--- src/rtl/alu_requester.sv ---
// Sequential requester for the 8-bit ALU: latches one operand set, waits a
// programmable settle time, captures result/flags, and chains via an accumulator.
module alu_requester #(
  parameter int unsigned ALU_LAT = 1
) (
  input  logic       clk,
  input  logic       rst_n,
  input  logic       req_valid,
  output logic       req_ready,
  input  logic [2:0] req_op,
  input  logic [7:0] req_a,
  input  logic [7:0] req_b,
  input  logic       req_use_acc,
  output logic [7:0] alu_a,
  output logic [7:0] alu_b,
  output logic [2:0] alu_op,
  output logic       alu_c_in,
  input  logic [7:0] alu_out,
  input  logic       alu_c_out,
  input  logic       alu_c_flag,
  input  logic       alu_zero,
  output logic       rsp_valid,
  input  logic       rsp_ready,
  output logic [7:0] rsp_data,
  output logic       rsp_c_out,
  output logic       rsp_c_flag,
  output logic       rsp_zero,
  output logic [7:0] acc,
  output logic [7:0] done_cnt
);

  localparam logic [3:0] LAT4 = 4'(ALU_LAT);

  typedef enum logic [1:0] {S_IDLE, S_WAIT, S_RESP} state_t;

  state_t     r_state;
  state_t     w_state_nxt;
  logic [3:0] r_cnt;
  logic       w_accept;
  logic       w_capture;
  logic       w_retire;

  logic [7:0] r_alu_a;
  logic [7:0] r_alu_b;
  logic [2:0] r_alu_op;
  logic [7:0] r_rsp_data;
  logic       r_rsp_c_out;
  logic       r_rsp_c_flag;
  logic       r_rsp_zero;
  logic [7:0] r_acc;
  logic [7:0] r_done_cnt;

  always_comb begin
    w_state_nxt = r_state;
    w_accept    = 1'b0;
    w_capture   = 1'b0;
    w_retire    = 1'b0;
    case (r_state)
      S_IDLE: begin
        if (req_valid) begin
          w_accept    = 1'b1;
          w_state_nxt = S_WAIT;
        end
      end
      S_WAIT: begin
        if (r_cnt == 4'd1) begin
          w_capture   = 1'b1;
          w_state_nxt = S_RESP;
        end
      end
      S_RESP: begin
        if (rsp_ready) begin
          w_retire    = 1'b1;
          w_state_nxt = S_IDLE;
        end
      end
      default: w_state_nxt = S_IDLE;
    endcase
  end

  always_ff @(posedge clk or negedge rst_n) begin
    if (!rst_n) begin
      r_state <= S_IDLE;
      r_cnt   <= '0;
    end else begin
      r_state <= w_state_nxt;
      if (w_accept)
        r_cnt <= LAT4;
      else if (r_state == S_WAIT)
        r_cnt <= r_cnt - 4'd1;
    end
  end

  // Operand A is taken from the accumulator as it stands at the accept edge.
  always_ff @(posedge clk or negedge rst_n) begin
    if (!rst_n) begin
      r_alu_a  <= '0;
      r_alu_b  <= '0;
      r_alu_op <= '0;
    end else if (w_accept) begin
      r_alu_a  <= req_use_acc ? r_acc : req_a;
      r_alu_b  <= req_b;
      r_alu_op <= req_op;
    end
  end

  always_ff @(posedge clk or negedge rst_n) begin
    if (!rst_n) begin
      r_rsp_data   <= '0;
      r_rsp_c_out  <= 1'b0;
      r_rsp_c_flag <= 1'b0;
      r_rsp_zero   <= 1'b0;
      r_acc        <= '0;
    end else if (w_capture) begin
      r_rsp_data   <= alu_out;
      r_rsp_c_out  <= alu_c_out;
      r_rsp_c_flag <= alu_c_flag;
      r_rsp_zero   <= alu_zero;
      r_acc        <= alu_out;
    end
  end

  always_ff @(posedge clk or negedge rst_n) begin
    if (!rst_n)
      r_done_cnt <= '0;
    else if (w_retire)
      r_done_cnt <= r_done_cnt + 8'd1;
  end

  assign req_ready  = (r_state == S_IDLE);
  assign rsp_valid  = (r_state == S_RESP);
  assign alu_a      = r_alu_a;
  assign alu_b      = r_alu_b;
  assign alu_op     = r_alu_op;
  assign alu_c_in   = r_alu_op[0];
  assign rsp_data   = r_rsp_data;
  assign rsp_c_out  = r_rsp_c_out;
  assign rsp_c_flag = r_rsp_c_flag;
  assign rsp_zero   = r_rsp_zero;
  assign acc        = r_acc;
  assign done_cnt   = r_done_cnt;

endmodule

--- config.mk ---
export PLATFORM = sky130hd
export DESIGN_NAME = alu_requester
export DESIGN_NICKNAME = d
export VERILOG_FILES = /design/src/rtl/alu_requester.sv
export SDC_FILE = /design/constraint.sdc
export NUM_CORES = 1
export LEC_CHECK = 0
export BUFFER_PORTS_ARGS = -buffer_cell sky130_fd_sc_hd__buf_2
export CAP_MARGIN = 0
export CORE_AREA = 2 2 82 84
export DETAILED_ROUTE_END_ITERATION = 16
export DIE_AREA = 0 0 84 86
export GPL_TIMING_DRIVEN = 0
export MAX_ROUTING_LAYER = met4
export PLACE_DENSITY_LB_ADDON = 0.2
export SYNTH_ARGS = -nofsm -noshare
export SYNTH_HDL_FRONTEND = slang
export SYNTH_SLANG_ARGS = --single-unit
--- constraint.sdc ---
create_clock -name clk -period 4.8 [get_ports clk]
set_clock_uncertainty 0.2 [all_clocks]
set_input_delay 0.24 -clock clk [delete_from_list [all_inputs] [get_ports clk]]
set_output_delay 0.24 -clock clk [all_outputs]
set_load 0.05 [all_outputs]
==> metrics.log <==
[metrics] post-synthesis sequential element count: 44
[metrics] via count of the first global-routing pass: 1569
[metrics] total of fill cells in the finished design: 609
[metrics] remaining number of nets flagged by the antenna check after routing: 0
[metrics] initial antenna violation count: 0
[metrics] setup repair after global routing missed its margin: false
[metrics] Vias/cell: 4.36
[metrics] post-synthesis average cell area: 13.1 µm²
[metrics] largest net degree at the start of global routing: 45
[metrics] worst path cell trace: inv_1 > ha_1 > nor3b_2 > nand3b_2 > buf_6 > mux2_4
[metrics] placer congestion estimate: 0.701
[metrics] GR Util All Layers: 13.4%
[metrics] slowest cell on the critical path: sky130_fd_sc_hd__dfrtp_1
[metrics] number of buffers inserted for hold repair after clock tree synthesis: 24
[metrics] Crit Path Category: flop to flop
[metrics] Setup-failing EPs final: 0
[metrics] end point of the most critical hold path: alu_a[0]
[metrics] Max Cap Violations: 0
[metrics] register area share after synthesis: 55.6%
[metrics] largest buffer count on any clock path: 2
[metrics] share of post-route cells with drive strength above 1: 45.3%
[metrics] buffer type at the clock tree root: sky130_fd_sc_hd__clkbuf_8
[metrics] Register Area: 1100 µm²
[metrics] arrival time of data at the critical path endpoint: 1.78 ns
[metrics] clk sinks: 44
[metrics] Synth area leader: sky130_fd_sc_hd__dfrtp_1
[metrics] starting density of the core: 31.6%
[metrics] H-tree Lvls: 2
[metrics] HPWL after detailed placement: 3.11 mm
[metrics] worst slew margin relative to its limit: 34.0%
[metrics] crit path launch: r_cnt[1]
[metrics] Worst Hold Path Cells: 3
[metrics] category of the worst setup path launch point: flop
[metrics] buffer count from post-CTS setup fixing: 0
[metrics] relative area change from synthesis to final layout: 42.3%
[metrics] area share of the leading cell type in the synthesized netlist: 55.6%
[metrics] number of different library cells in the post-synthesis netlist: 32
[metrics] count of final max-slew check failures: 0
[metrics] worst-margin pin slew: 0.990 ns
[metrics] post-synthesis instance total: 151
[metrics] die width: 84 µm
[metrics] area of combinational cells with multiple inputs: 754 µm²
[metrics] source of the worst hold timing path: req_a[0]
[metrics] global-route wire length before repair: 7.52 mm
[metrics] TritonCTS clock tree: yes
[metrics] kind of path behind the tightest hold check: input pin to flop
[metrics] Final Instance Count excl. Fillers: 342
[metrics] routed wirelength normalized by instance count: 13.1 µm
[metrics] final hold viol count: 0
[metrics] Core Footprint: 6280 µm²
[metrics] Routed Wire Length: 4.47 mm
[metrics] count of cells along the worst register-to-register path: 6
[metrics] CTS buffer count: 5
[metrics] endpoint of the worst-slack reg-to-reg timing path: acc[4]
[metrics] cell area after synthesis: 1980 µm²
[metrics] initial detailed-routing violation count: 39
[metrics] Reg2Reg Launch Point: r_cnt[1]
[metrics] Achievable Freq: 0.555 GHz
[metrics] share of the clock period used by the worst path after layout: 37.5%
[metrics] minimum period implied by the final worst setup slack: 1.80 ns
[metrics] R2R Setup Slk: 3.00 ns
[metrics] DRC: 0
[metrics] clk_lat worst skew: 0.29 ns
[metrics] Setup TNS Final: 0 ns
[metrics] Placed Instances: 310
[metrics] count of boundary I/O pins: 84
[metrics] Port-buffer cells: 82
[metrics] highest fanout seen on the critical path: 10
[metrics] Post-Synthesis Net Count: 189
[metrics] vertical extent of the die: 86 µm
[metrics] required time worst endpoint: 4.77 ns
[metrics] Antenna Cells: 0
[metrics] Site Rows: 29
[metrics] final-stage net count: 302
[metrics] Hold Worst Slack: 0.0496 ns
[metrics] Initial DRT Pass Iterations: 4
[metrics] outcome: finished clean
[metrics] die area: 7220 µm²
[metrics] number of instances resized during post-cts repair: 0
[metrics] critical path capture point type: flop
[metrics] maximum single-stage delay on the critical path: 0.39 ns
[metrics] yosys warns: 0
[metrics] count of vias placed by the detailed router: 1491
[metrics] largest cells by area after synthesis: sky130_fd_sc_hd__dfrtp_1 56%, sky130_fd_sc_hd__mux2_4 9.9%, sky130_fd_sc_hd__mux2_1 5.7%, sky130_fd_sc_hd__buf_4 4.2%, sky130_fd_sc_hd__mux2i_1 4.0%
[metrics] overall overflow remaining after global route: 0
[metrics] clk slew on worst S/H paths: 0.08 ns
-- how the worst max path moves through the flow --
stage	cells past startpoint	slack [ns]	end
2_1_floorplan	4	3.10	done_cnt[4]
3_3_place_gp	6	2.99	acc[2]
3_5_place_dp	6	2.99	acc[6]
4_1_cts	6	2.98	acc[6]
5_1_grt	6	2.88	acc[3]
6_report	6	3.00	acc[4]
-- sequential cells by signal (all words and copies together) (netlist names) --
register    flops
rsp_zero        1
r_cnt           4
done_cnt        8
alu_b           8
acc             8
alu_a           8
alu_op          3
r_state         2
rsp_c_flag      1
rsp_c_out       1
-- final cells by class --
class	count	share of cell area, %
buffer	15	4.04
clock buffer	8	3.20
inverter	3	0.400
multi-input combinational	89	26.8
sequential	44	39.1
tap	77	3.42
timing repair buffer	106	23.1
-- worst max-delay path: cells and delay by family, from the launching register on --
family	cells	cell delay [ns]
AND/OR/NAND/NOR	2	0.37
multiplexers	1	0.30
adder cells (fa/ha/maj)	1	0.15
buffers and inverters	2	0.27
flip-flops	1	0.39
-- cell usage after synthesis --
cell / instances
sky130_fd_sc_hd__mux2_2: 1
sky130_fd_sc_hd__clkbuf_1: 1
sky130_fd_sc_hd__mux2_4: 13
sky130_fd_sc_hd__o311ai_1: 1
sky130_fd_sc_hd__o21ai_0: 3
sky130_fd_sc_hd__a21oi_1: 9
sky130_fd_sc_hd__and4b_1: 1
sky130_fd_sc_hd__inv_2: 1
sky130_fd_sc_hd__buf_6: 2
sky130_fd_sc_hd__dfrtp_1: 44
sky130_fd_sc_hd__mux2_1: 10
sky130_fd_sc_hd__mux2i_1: 8
sky130_fd_sc_hd__or3_1: 1
sky130_fd_sc_hd__xor2_1: 4
sky130_fd_sc_hd__nor3_1: 2
sky130_fd_sc_hd__nor3b_1: 1
sky130_fd_sc_hd__and3_1: 1
sky130_fd_sc_hd__buf_4: 11
sky130_fd_sc_hd__ha_1: 3
sky130_fd_sc_hd__xnor2_1: 3
sky130_fd_sc_hd__nand3b_2: 1
sky130_fd_sc_hd__nand3_1: 3
sky130_fd_sc_hd__nand2_1: 6
sky130_fd_sc_hd__nand4_1: 1
sky130_fd_sc_hd__buf_2: 1
sky130_fd_sc_hd__o21bai_1: 1
sky130_fd_sc_hd__a22o_2: 1
sky130_fd_sc_hd__nand2b_1: 2
sky130_fd_sc_hd__nor2_1: 11
sky130_fd_sc_hd__nand4b_1: 1
sky130_fd_sc_hd__nor3b_2: 1
sky130_fd_sc_hd__inv_1: 2
-- stage by stage --
step / worst slack (ns) / cell area, µm² / utilization, %
finish: 3.00 / 2820 / 44.9
global route: 2.88 / 2820 / 44.9
CTS: 2.98 / 2820 / 44.9
detailed placement: 2.99 / 2490 / 39.6
global placement: 2.99 / 2490 / 39.6
floorplan: 3.10 / 1980 / -
-- kinds of logic after synthesis --
logic type      count (synthesis)  synth area share (%)
flops                          44                  55.6
mux                            32                  20.2
simple gates                   32                  8.59
buf+inv                        18                  6.32
compound gates                 15                  4.36
xor+xnor                        7                  3.10
fa+ha+maj                       3                  1.90
-- cell usage in the layout, fill, tap and decap left out, types with 2 or more instances in the layout --
cell type and count:
sky130_fd_sc_hd__buf_2 83, sky130_fd_sc_hd__dfrtp_1 44, sky130_fd_sc_hd__dlygate4sd3_1 24, sky130_fd_sc_hd__mux2_4 13
sky130_fd_sc_hd__nor2_1 11, sky130_fd_sc_hd__buf_4 11, sky130_fd_sc_hd__mux2_1 10, sky130_fd_sc_hd__a21oi_1 9
sky130_fd_sc_hd__mux2i_1 8, sky130_fd_sc_hd__nand2_1 6, sky130_fd_sc_hd__clkbuf_8 6, sky130_fd_sc_hd__xor2_1 4
sky130_fd_sc_hd__xnor2_1 3, sky130_fd_sc_hd__o21ai_0 3, sky130_fd_sc_hd__clkbuf_1 3, sky130_fd_sc_hd__nand3_1 3
sky130_fd_sc_hd__ha_1 3, sky130_fd_sc_hd__inv_1 2, sky130_fd_sc_hd__nand2b_1 2, sky130_fd_sc_hd__buf_6 2
sky130_fd_sc_hd__nor3_1 2
-- per-layer routing --
layer | GRT usage, % | wire [µm] | up-vias
met5 | - | 0 | -
met4 | 3.08 | 15 | 0
met3 | 3.37 | 240 | 2
met2 | 22.2 | 2170 | 51
met1 | 16.8 | 2040 | 706
li1 | - | - | 732
Power is not shown: default switching activity piles up to over one toggle a cycle in this logic, so the estimate is an artifact.
